`src/rtl/aes_seq_pkg.sv`:
```
// Shared types for the AES-to-UART sequencer: FSM states, line terminators, hex encoder.
// Optional CR/LF trailer is enabled with `define AES_SEQ_CRLF_EN.
package aes_seq_pkg;

  typedef enum logic [2:0] {
    IDLE, LOAD, RUN, CAPTURE, SEND, TERM, FINISH
  } seq_state_e;

  localparam logic [7:0] ASCII_CR = 8'h0D;
  localparam logic [7:0] ASCII_LF = 8'h0A;

  // Lowercase hex: 0-9 -> 0x30-0x39, a-f -> 0x61-0x66
  function automatic logic [7:0] nib2ascii(input logic [3:0] n);
    return (n < 4'd10) ? (8'h30 + {4'h0, n}) : (8'h57 + {4'h0, n});
  endfunction

endpackage

```
`src/rtl/aes_seq_serializer.sv`:
```
// Holds the captured cyphertext and streams it as hex characters (and, when
// AES_SEQ_CRLF_EN is defined, a CR/LF trailer) over a valid/ready handshake.
module aes_seq_serializer
  import aes_seq_pkg::*;
#(
  parameter int CYPHER_SIZE = 128,
  parameter int NIBBLES     = CYPHER_SIZE / 4
) (
  input  logic                   clk,
  input  logic                   reset,
  input  logic                   load_i,
  input  logic [CYPHER_SIZE-1:0] cypher_i,
  input  logic                   hex_en_i,
  input  logic                   crlf_en_i,
  input  logic                   tx_ready_i,
  output logic                   tx_valid_o,
  output logic [7:0]             tx_data_o,
  output logic                   last_sent_o
);

  localparam int IDX_W = $clog2(NIBBLES);

  logic [CYPHER_SIZE-1:0] cypher_q;
  logic [CYPHER_SIZE-1:0] shifted;
  logic [IDX_W-1:0]       nib_idx_q, nib_idx_d;
  logic                   xfer;

  // Current nibble is always brought to the top of the word
  assign shifted     = cypher_q << {nib_idx_q, 2'b00};
  assign tx_valid_o  = hex_en_i | crlf_en_i;
  assign xfer        = tx_valid_o & tx_ready_i;
  assign last_sent_o = xfer & (hex_en_i ? (nib_idx_q == IDX_W'(NIBBLES - 1)) : nib_idx_q[0]);

  always_comb begin
    tx_data_o = 8'h00;
    if (hex_en_i)       tx_data_o = nib2ascii(shifted[CYPHER_SIZE-1 -: 4]);
    else if (crlf_en_i) tx_data_o = nib_idx_q[0] ? ASCII_LF : ASCII_CR;
  end

  // Index clears on the last hex byte so the trailer can reuse bit 0 as CR/LF select
  always_comb begin
    nib_idx_d = nib_idx_q;
    if (load_i)    nib_idx_d = '0;
    else if (xfer) nib_idx_d = last_sent_o ? '0 : nib_idx_q + IDX_W'(1);
  end

  always_ff @(posedge clk or posedge reset) begin
    if (reset) begin
      cypher_q  <= '0;
      nib_idx_q <= '0;
    end else begin
      nib_idx_q <= nib_idx_d;
      if (load_i) cypher_q <= cypher_i;
    end
  end

endmodule

```
`src/rtl/aes_uart_sequencer.sv`:
```
// One AES-128 encryption per start request, result streamed out as 32 lowercase
// hex characters; define AES_SEQ_CRLF_EN to append CR/LF (34 bytes per block).
module aes_uart_sequencer
  import aes_seq_pkg::*;
#(
  parameter int CYPHER_SIZE = 128,
  parameter int AES_LATENCY = 11,
  parameter int LAT_BITS    = 5
) (
  input  logic                   clk,
  input  logic                   reset,
  input  logic                   start,
  input  logic [CYPHER_SIZE-1:0] plaintext,
  input  logic [CYPHER_SIZE-1:0] key,
  output logic                   busy,
  output logic                   done,
  output logic                   aes_rst,
  output logic                   aes_ena,
  output logic [CYPHER_SIZE-1:0] aes_data_in,
  output logic [CYPHER_SIZE-1:0] aes_key,
  input  logic [CYPHER_SIZE-1:0] aes_cypher_out,
  output logic                   tx_valid,
  input  logic                   tx_ready,
  output logic [7:0]             tx_data
);

  localparam int NIBBLES = CYPHER_SIZE / 4;

  seq_state_e             state_q, state_d;
  logic [LAT_BITS-1:0]    lat_q, lat_d;
  logic [CYPHER_SIZE-1:0] pt_q, key_q;
  logic                   hex_en, crlf_en, last_sent;

  always_ff @(posedge clk or posedge reset) begin
    if (reset) begin
      state_q <= IDLE;
      lat_q   <= '0;
      pt_q    <= '0;
      key_q   <= '0;
    end else begin
      state_q <= state_d;
      lat_q   <= lat_d;
      if (state_q == IDLE && start) begin
        pt_q  <= plaintext;
        key_q <= key;
      end
    end
  end

  always_comb begin
    state_d = state_q;
    lat_d   = (state_q == RUN) ? lat_q + LAT_BITS'(1) : '0;
    case (state_q)
      IDLE:    if (start) state_d = LOAD;
      LOAD:    state_d = RUN;
      RUN:     if (lat_q == LAT_BITS'(AES_LATENCY - 1)) state_d = CAPTURE;
      CAPTURE: state_d = SEND;
`ifdef AES_SEQ_CRLF_EN
      SEND:    if (last_sent) state_d = TERM;
      TERM:    if (last_sent) state_d = FINISH;
`else
      SEND:    if (last_sent) state_d = FINISH;
`endif
      FINISH:  state_d = IDLE;
      default: state_d = IDLE;
    endcase
  end

  always_comb begin
    busy    = (state_q != IDLE);
    done    = (state_q == FINISH);
    aes_rst = (state_q == IDLE) || (state_q == LOAD);
    aes_ena = (state_q == RUN);
    hex_en  = (state_q == SEND);
`ifdef AES_SEQ_CRLF_EN
    crlf_en = (state_q == TERM);
`else
    crlf_en = 1'b0;
`endif
  end

  assign aes_data_in = pt_q;
  assign aes_key     = key_q;

  aes_seq_serializer #(
    .CYPHER_SIZE(CYPHER_SIZE),
    .NIBBLES    (NIBBLES)
  ) u_ser (
    .clk        (clk),
    .reset      (reset),
    .load_i     (state_q == CAPTURE),
    .cypher_i   (aes_cypher_out),
    .hex_en_i   (hex_en),
    .crlf_en_i  (crlf_en),
    .tx_ready_i (tx_ready),
    .tx_valid_o (tx_valid),
    .tx_data_o  (tx_data),
    .last_sent_o(last_sent)
  );

endmodule

```
`config.mk`:
```
export PLATFORM = sky130hd
export DESIGN_NAME = aes_uart_sequencer
export DESIGN_NICKNAME = d
export VERILOG_FILES = /design/src/rtl/aes_seq_pkg.sv /design/src/rtl/aes_seq_serializer.sv /design/src/rtl/aes_uart_sequencer.sv
export SDC_FILE = /design/constraint.sdc
export NUM_CORES = 1
export LEC_CHECK = 0
export CAP_MARGIN = 5
export CORE_MARGIN = 10
export CORE_UTILIZATION = 30
export CTS_CLUSTER_DIAMETER = 30
export DETAILED_ROUTE_END_ITERATION = 6
export GPL_TIMING_DRIVEN = 0
export PLACE_DENSITY = 0.67
export REMOVE_ABC_BUFFERS = 1
export SETUP_SLACK_MARGIN = 0.05
export SLEW_MARGIN = 30
export SYNTH_ARGS = -nofsm -noshare
export SYNTH_HDL_FRONTEND = slang
export SYNTH_HIERARCHICAL = 1
export SYNTH_SLANG_ARGS = --single-unit
```
`constraint.sdc`:
```
create_clock -name clk -period 8.7 [get_ports clk]
set_clock_uncertainty 0.05 [all_clocks]
set_input_delay 1.305 -clock clk [delete_from_list [all_inputs] [get_ports clk]]
set_output_delay 1.305 -clock clk [all_outputs]
set_load 0.02 [all_outputs]
```
Yosys cells after proc, flatten, opt, wreduce, memory -nomap -nowiden
Index checks and enable logic that the tools add are counted.
Operators by class
  magnitude comparators: 1
  shift-type cells: 1
  add/sub/neg operators: 4
  mux-type cells: 11
  reduce and logical (&&, ||, !) cells: 6
  bitwise gates (word level): 2
  equality and inequality tests: 10
Operators by type and width (number)
  128-bit by 7-bit left shift with 128-bit output: 1
  5-bit 2-to-1 mux: 4
  8-bit 2-to-1 mux: 2
  3-bit one-hot mux with 5 select lines: 1
  5-bit by 1-bit adder with 5-bit output, second input constant: 2
  3-bit 2-to-1 mux: 3
  7-bit by 4-bit adder with 8-bit output, first input constant: 1
  6-bit by 4-bit adder with 7-bit output, first input constant: 1
  3-bit by 2-bit equality test with 1-bit output, second input constant: 2
  3-bit equality test, second input constant: 2
  5-bit by 4-bit equality test with 1-bit output, second input constant: 1
  5-bit equality test, second input constant: 1
  4-bit less-than comparator, second input constant: 1
  2-bit inequality test, second input constant: 2
  3-bit by 1-bit equality test with 1-bit output, second input constant: 1
  3-bit logical NOT: 1
  3-bit AND reduction: 1
  3-bit nonzero test: 1
  1-bit bitwise AND: 2
  2-bit by 1-bit inequality test with 1-bit output, second input constant: 1
  2-bit nonzero test: 1
  1-bit logical AND: 1
  1-bit logical OR: 1
  1-bit 2-to-1 mux: 1
Storage, ports and cells
  register bits: 397
  output and inout bits: 269

Longest topological paths before layout
Gate-level depths: netlist of the first run.
  depth after elaboration: 6
  gate-level depth with buffers: 11

By module
The synthesis of the first run kept the hierarchy.
By module, submodules not included
  aes_uart_sequencer: times used 1, cells each 581, area each 9938.3 µm²
  aes_seq_serializer: times used 1, cells each 382, area each 6267.3 µm²

Worst setup path after synthesis of the first run
OpenSTA, ideal clock, no wires.
  path type: flip-flop to output port
  from: reg u_ser.nib_idx_q[1]
  to: out tx_data[4]
  buffers on the path: 3
  cell stages (with the launch flop): 10
  slack: 4760 ps
  data arrival time: 2585 ps
  path through: dfrtp_1 -> buf_6 -> buf_4 -> buf_2 -> mux4_2 -> mux4_2 -> mux2i_4 -> ha_1 -> o21ai_1 -> a21boi_1
On the way
  cells in the longest elaborated chain, start to end: 4
  elaborated cells between the ends (all ways): 6
  those cells by class: add/sub (2); order compare (1); shift (1); mux (2)
RTL lines
  from (decl): line aes_seq_serializer.sv:25  | logic [IDX_W-1:0] nib_idx_q, nib_idx_d;
  from (signal assigned): line aes_seq_serializer.sv:52  | nib_idx_q <= nib_idx_d;
  128-bit by 7-bit left shift with 128-bit output (*): line aes_seq_serializer.sv:29  | assign shifted = cypher_q << {nib_idx_q, 2'b00};
  7-bit by 4-bit adder with 8-bit output, or another cell as far along: line aes_seq_pkg.sv:14  | return (n < 4'd10) ? (8'h30 + {4'h0, n}) : (8'h57 + {4'h0, n});
  8-bit 2-to-1 mux (*): line aes_seq_pkg.sv:14
  8-bit 2-to-1 mux (*): line aes_seq_serializer.sv:36  | if (hex_en_i) tx_data_o = nib2ascii(shifted[CYPHER_SIZE-1 -: 4]);
  to (decl): line aes_uart_sequencer.sv:24  | output logic [7:0] tx_data
Every way passes the cells marked *; elsewhere a longest branch is shown, timed or not.

Worst setup path in the final report of the first run
  from: reg u_ser.nib_idx_q[3]
  to: out tx_data[2]
Same word-level chain as after synthesis.

==> results of run 1 <==
-- worst paths after layout --
kind,startpoint,to,slack [ps],cells past startpoint
max reg2reg,state_q[2],aes_key[41],5400,9
max,u_ser/nib_idx_q[3],tx_data[2],3270,8
min reg2reg,lat_q[0],lat_q[0],430,1
min,lat_q[0],lat_q[0],430,1
max in group asynchronous,reset,aes_key[62],6190,4
min in group asynchronous,reset,u_ser/cypher_q[102],1200,2
-- layout by cell type (no fill, tap or decap), drive strengths merged, types with 2 or more instances in the layout --
master         instances
clkdlybuf4s50        655
dfrtp                397
mux2                 387
clkbuf               120
mux4                  39
buf                   36
clkinv                27
diode                 22
bufinv                15
clkinvlp              13
inv                   13
nand2                  8
ha                     5
o21ai                  5
nand3                  4
nor2                   4
conb                   4
xnor2                  3
o2bb2ai                3
nor2b                  3
nor4b                  3
mux2i                  3
nor4bb                 2
or2                    2
and2                   2
a21oi                  2
nor4                   2
nand4b                 2
a21o                   2
a22o                   2
and3b                  2
a21boi                 2
-- registers in the layout, summed over array words and instances (netlist names) --
name             count
u_ser/nib_idx_q      5
state_q              3
u_ser/cypher_q     128
aes_data_in        128
lat_q                5
aes_key            128
-- power by group --
| group | internal, mW | leakage (nW) | total (mW) | switching, mW |
|---|---|---|---|---|
| logic | 2.62 | 4.77 | 4.80 | 2.17 |
| registers | 2.81 | 4.66 | 3.34 | 0.532 |
| clock network | 2.64 | 1.69 | 3.79 | 1.15 |
| total | 8.07 | 11.1 | 11.9 | 3.85 |
-- stage by stage --
step	hold WS, ps	area [sq um]	total power [mW]	util
final	431.0	27320	11.92	0.5087
after global routing	454.0	27320	12.51	0.5086
after CTS	433.7	27260	12.10	0.5076
after detailed placement	427.0	23750	8.227	0.4422
after global placement	422.5	23260	8.268	0.4332
after floorplan	401.5	15840	6.041	-
-- layer usage --
| metal | share of wire | vias up |
|---|---|---|
| met5 | 0.0018 | - |
| met4 | 0.037 | 18 |
| met3 | 0.11 | 101 |
| met2 | 0.52 | 484 |
| met1 | 0.33 | 5749 |
| li1 | - | 5067 |
-- area by class of cell --
type	instances	share of cell area
Multi-Input combinational cell	503	0.2156
Inverter	6	0.001374
Antenna cell	22	0.002015
Sequential cell	397	0.3639
Timing Repair Buffer	691	0.2568
Clock buffer	120	0.09870
Clock inverter	62	0.02982
Tap cell	696	0.03188
-- logic make-up (layout without fill, tap and decap cells) --
kind of cell,count (synthesis),count (layout),synth area share
xor+xnor,3,3,0.001622
fa+ha+maj,5,5,0.003860
flops,397,397,0.6130
mux,429,429,0.3293
other cells,2,26,0.0004634
simple gates,41,41,0.01683
compound gates,21,21,0.01035
buf+inv,65,879,0.02455
-- worst max-delay path, delay by kind of cell (launching register included) --
| family | cells | cell delay [ps] |
|---|---|---|
| compound gates | 2 | 400 |
| buf+inv | 1 | 700 |
| simple gates | 2 | 210 |
| flops | 1 | 820 |
| fa+ha+maj | 1 | 230 |
| mux | 2 | 1110 |
==> results.txt, run 1 <==
----------------------------------------------------
[Routing]
  First-pass iteration count of the detailed router ... 4
  Routed wire length ... 60,490 um
  Average routed wire per standard cell ... 24.22 um
  Number of DRC violations after detailed-routing iteration 0 ... between 300 and 400
  Count of vias placed by the detailed router ... about 11,000
  Number of DRC violations after detailed routing ... 0
  Vias per inst ... between 4 and 5
  Post-detailed-route count of antenna-violating nets ... 0

[Power]
  Total power density per cell area ... approximately 440 nW/um^2
  P_leak ... between 10 and 15 nW
  VDD IR-drop max ... 0.2124 mV

[Floorplanning]
  Height of the die ... between 200 and 300 um
  Initial core utilization ... 0.3017
  Placeable core area ... between 50,000 and 60,000 sq um
  Number of rows created at floorplan ... between 80 and 90
  Die W ... between 200 and 300 um
  Die Footprint ... approximately 64,000 sq um
  IO Pins ... approximately 660

[Setup path]
  Master of the slowest instance on the critical path ... sky130_fd_sc_hd__dfrtp_1
  Largest stage delay, worst path ... between 800 and 900 ps
  Most frequent cell on the critical path ... sky130_fd_sc_hd__mux4_2
  Maximum fanout along the worst path ... 12
  Startpoint Class ... flop
  Type of destination of the critical path ... output port
  Category of the most critical setup path ... flop to output port
  Chain of cells forming the critical path ... mux4_2 > mux4_2 > o211ai_2 > ha_1 > nand4b_1 > nand2_1 > o2bb2ai_1 > clkdlybuf4s50_1
  Required time of the critical path ... 7340 ps
  CP arrival ... about 4100 ps

[Global route]
  Met3 capacity usage during global routing ... 0.09479
  Met1 Usage GRT ... 0.1761
  Global routing usage summed across all routing layers ... 0.1851
  Most Crowded Layer GR ... met2
  Largest net degree at the start of global routing ... between 90 and 100
  Via count of the first global-routing pass ... 12,620
  Met2 routing resource usage after global routing ... 0.3156
  Antenna violations before repair ... 37
  Global-route wire length before repair ... 86,340 um
  Residual overflow from global routing ... 0

[STA]
  Post-layout minimum cycle time ... around 5400 ps
  Unrepaired setup endpoints after global routing ... no
  Summed negative setup slack over all endpoints ... 0 ps
  Number of pins with negative max-slew slack in the final report ... 0
  Transition time at the pin with the least slew margin ... roughly 750 ps
  Number of endpoints failing setup at the final stage ... 0
  Final-report hold violation count ... 0
  Final critical-path share of the clock period ... 0.6243
  Slack of the critical path ... around 3300 ps
  Slew margin rel. ... 0.4999
  FMAX ... about 180 MHz

[Logic synthesis]
  Number of synthesized flops with an enable pin ... 0
  Most numerous cell in the Yosys netlist ... sky130_fd_sc_hd__dfrtp_1
  Post-synthesis average cell area ... 16.83 sq um
  Top_reg_cell synth ... sky130_fd_sc_hd__dfrtp_1
  Portion of synthesized cell area occupied by the leading cell type ... 0.6130
  Synthesized netlist cell count ... slightly below 1,000
  Synth cell types ... 51
  Largest cells by area after synthesis ... sky130_fd_sc_hd__dfrtp_1 61%, sky130_fd_sc_hd__mux2_2 27%, sky130_fd_sc_hd__mux4_2 3.9%, sky130_fd_sc_hd__mux4_1 1.8%, sky130_fd_sc_hd__buf_4 1.3%
  Dominant cell type by area after synthesis ... sky130_fd_sc_hd__dfrtp_1
  Number of register bits inferred by synthesis ... 397
  Post-synth top cells ... 397 x sky130_fd_sc_hd__dfrtp_1, 386 x sky130_fd_sc_hd__mux2_2, 28 x sky130_fd_sc_hd__mux4_2, 27 x sky130_fd_sc_hd__buf_4, 16 x sky130_fd_sc_hd__clkbuf_1
  Proportion of synthesized flip-flops having asynchronous set or reset ... 1.000
  Synth warnings ... 6
  Netlist Area Pre-Place ... roughly 16,000 sq um
  Sequential cell area fraction in the yosys report ... 0.6130

[Layout]
  Area of the multi-input gates ... 5889 sq um
  Number of nets at the end of the flow ... around 2,100
  Area taken by flip-flops and latches ... 9941 sq um
  Layout filler cell count ... roughly 4,500
  Post-Layout Cell Count ... about 2,500
  Fraction of final layout cells sized beyond drive strength 1 ... 0.3609
  Area added between synthesis and finish ... 68.58%

[Placed design]
  Detail Placement HPWL ... 48,770 um
  Routability congestion estimate ... 0.8642
  Dpl ws ... ~3800 ps
  Port bufs ... around 660
  Dpl cells ... ~2,300

[Clocking]
  Number of buffers created by CTS ... a little under 100
  Hold Buf Count CTS ... 0
  Register clock-pin slew on the reported worst setup and hold paths ... approximately 50 ps
  Post-CTS resize count ... 0
  TritonCTS clock tree ... yes
  Clk Latency, worst-skew pair ... around 610 ps
  Number of buffers on the longest clock path ... 3
  TritonCTS sink count ... between 300 and 400
  Clock H-tree levels ... 3
  Post-CTS setup repair buffer count ... 0
  CTS Root Buffer Type ... sky130_fd_sc_hd__clkbuf_16

[Min path]
  Path type of the worst min-delay path ... flop to flop

[Run status]
  Outcome ... finished, final reports clean

[Flow run]
  Count of maximum capacitance violations ... 0

----------------------------------------------------
Note: power is estimated with default switching activity, not from simulation.
==> run 2: changes to the inputs <==
PLACE_DENSITY = 0.65   (was 0.67)
clock period = 5.35 ns   (was 8.7 ns; I/O delays follow)
==> run 2 against run 1 <==
Register-to-register slack got worse by 2900 ps; core utilization increased by 0.48 points; setup slack got worse by 2900 ps; flip-flop and latch count unchanged; highest routed layer unchanged; die area unchanged; total power increased by 66%; clock power increased by 72%.
==> results.txt, run 2 (synthesis results as in run 1) <==
----------------------------------------------------
[STA]
  Unrepaired setup endpoints after global routing ... no
  Transition time at the pin with the least slew margin ... 790.8 ps (+40.58 ps)
  Final-report hold violation count ... 0 (unchanged)
  Final critical-path share of the clock period ... 0.9366
  FMAX ... ~200 MHz
  Final hold slack ... 441.8 ps (+10.76 ps)
  Number of pins with negative max-slew slack in the final report ... 0 (unchanged)
  Slew margin rel. ... 0.4728 (-0.02706)
  Post-layout minimum cycle time ... roughly 5000 ps
  Number of endpoints failing setup at the final stage ... 0 (unchanged)

[Clocking]
  Number of buffers created by CTS ... 105 (+7.1%)
  Post-CTS resize count ... 0 (unchanged)
  Register clock-pin slew on the reported worst setup and hold paths ... 40 ps (about the same)
  TritonCTS sink count ... 397 (unchanged)
  Clock H-tree levels ... 3 (unchanged)
  TritonCTS clock tree ... yes
  Clk Latency, worst-skew pair ... 620 ps (about the same)
  Post-CTS setup repair buffer count ... 0 (unchanged)
  Hold Buf Count CTS ... 0 (unchanged)
  Number of buffers on the longest clock path ... 3 (unchanged)
  CTS Root Buffer Type ... sky130_fd_sc_hd__clkbuf_16

[Floorplanning]
  Die Footprint ... 63,720 sq um (unchanged)
  Die W ... 252.4 um (unchanged)
  Placeable core area ... 53,710 sq um (unchanged)
  Initial core utilization ... 0.3017 (unchanged)
  IO Pins ... 657 (unchanged)
  Height of the die ... 252.4 um (unchanged)
  Number of rows created at floorplan ... 85 (unchanged)

[Setup path]
  Cell depth of the worst flop-to-flop path ... 8 (-1)
  Maximum fanout along the worst path ... 12 (unchanged)
  Required time of the critical path ... 4500 ps (-2840 ps)
  Type of destination of the critical path ... output port
  CP arrival ... 4160 ps (+80 ps)
  Category of the most critical setup path ... flop to output port
  Startpoint Class ... flop

[Global route]
  Residual overflow from global routing ... 0 (unchanged)
  Antenna violations before repair ... 31 (-16%)
  Global-route wire length before repair ... 87,640 um (+1.5%)
  Largest net degree at the start of global routing ... 88 (-3.3%)
  Global routing usage summed across all routing layers ... 0.1865 (+0.001354)
  Via count of the first global-routing pass ... 12,800 (+1.5%)

[Layout]
  Area added between synthesis and finish ... 70.16%
  Area of the multi-input gates ... 5889 sq um (unchanged)
  Post-Layout Cell Count ... 2,508 (+0.44%)
  Post-route design area ... 27,580 sq um (+0.94%)
  Most used cells in the layout excluding fill and tap cells ... 655 x sky130_fd_sc_hd__clkdlybuf4s50_1, 394 x sky130_fd_sc_hd__dfrtp_1, 386 x sky130_fd_sc_hd__mux2_2
  Fraction of final layout cells sized beyond drive strength 1 ... 0.3671 (+0.006254)
  Number of nets at the end of the flow ... 2,099 (+0.43%)
  Area taken by flip-flops and latches ... 9941 sq um (unchanged)
  Layout filler cell count ... 4,509 (+0.067%)
  Fraction of the core area covered by cells at the end of the flow ... 0.5134 (+0.004775)
  Most frequent standard cell in the layout excluding fill and tap cells ... sky130_fd_sc_hd__clkdlybuf4s50_1

[Routing]
  Average routed wire per standard cell ... 24.19 um (-0.14%)
  Routed wire length ... 60,670 um (+0.30%)
  Number of DRC violations after detailed-routing iteration 0 ... 438 (+25%)
  Post-detailed-route count of antenna-violating nets ... 0 (unchanged)
  Number of DRC violations after detailed routing ... 0 (unchanged)
  Vias per inst ... 4.587 (+0.30%)
  First-pass iteration count of the detailed router ... 4 (unchanged)
  Count of vias placed by the detailed router ... 11,500 (+0.74%)

[Power]
  VDD IR-drop max ... 0.3163 mV (+49%)
  Total power density per cell area ... 716.0 nW/um^2 (+64%)
  P_leak ... 11.27 nW (+1.3%)

[Run status]
  Outcome ... finished, final reports clean

[Placed design]
  Dpl cells ... 2,295 (+0.087%)
  Port bufs ... 655 (unchanged)
  Routability congestion estimate ... 0.8310 (-3.8%)
  Detail Placement HPWL ... 48,870 um (+0.21%)
  Total cell area at the placement stage ... 23,770 sq um (about the same)

[Flow run]
  Count of maximum capacitance violations ... 0 (unchanged)

[Min path]
  Hold depth ... 1 (unchanged)
  Path type of the worst min-delay path ... flop to flop

----------------------------------------------------
-- run 2: worst paths after layout --
check                                    from            endpoint  slack (ps)
setup / recovery           u_ser/nib_idx_q[3]          tx_data[2]         340
hold / removal                       lat_q[0]            lat_q[0]         440
setup reg to reg                   state_q[2]         aes_key[61]        2460
hold reg to reg                      lat_q[0]            lat_q[0]         440
max in group asynchronous               reset        aes_key[107]        3340
min in group asynchronous               reset  u_ser/cypher_q[62]         690
-- run 2: cell type report --
cell class / instances / area share
Sequential cell: 397 / 0.3605
Timing Repair Buffer: 693 / 0.2550
Multi-Input combinational cell: 503 / 0.2136
Clock buffer: 132 / 0.1066
Tap cell: 696 / 0.03158
Clock inverter: 64 / 0.02981
Antenna cell: 17 / 0.001543
Inverter: 6 / 0.001361
-- run 2: metal layers --
layer / up-vias / global-route usage / wire length [um]
met5: - / 0 / 136
met4: 22 / 0.08343 / 1433
met3: 113 / 0.09654 / 6988
met2: 511 / 0.3279 / 32050
met1: 5784 / 0.1786 / 20070
li1: 5074 / - / -
-- run 2: stage by stage --
stage                TNS, ps  power [mW]  worst slack [ps]
floorplan           -1871700       9.823             -4438
global placement    -4355110       13.23             -9453
detailed placement         0       13.40             918.7
CTS                        0       20.03             220.2
global route               0       20.72             163.7
finish                     0       19.74             339.1
-- run 2: where the power goes --
group | total (mW) | switching [mW] | internal [mW]
clock | 6.50 | 1.92 | 4.58
sequential | 5.42 | 0.853 | 4.56
combinational | 7.83 | 3.55 | 4.28
-- run 2: worst max-delay path, stage by stage (launching register included) --
cell,delay (ps)
sky130_fd_sc_hd__dfrtp_1,850
sky130_fd_sc_hd__mux4_2,620
sky130_fd_sc_hd__mux4_2,510
sky130_fd_sc_hd__o211ai_2,280
sky130_fd_sc_hd__ha_1,270
sky130_fd_sc_hd__nand4b_1,130
sky130_fd_sc_hd__nand2_1,80
sky130_fd_sc_hd__o2bb2ai_1,140
sky130_fd_sc_hd__clkdlybuf4s50_1,650
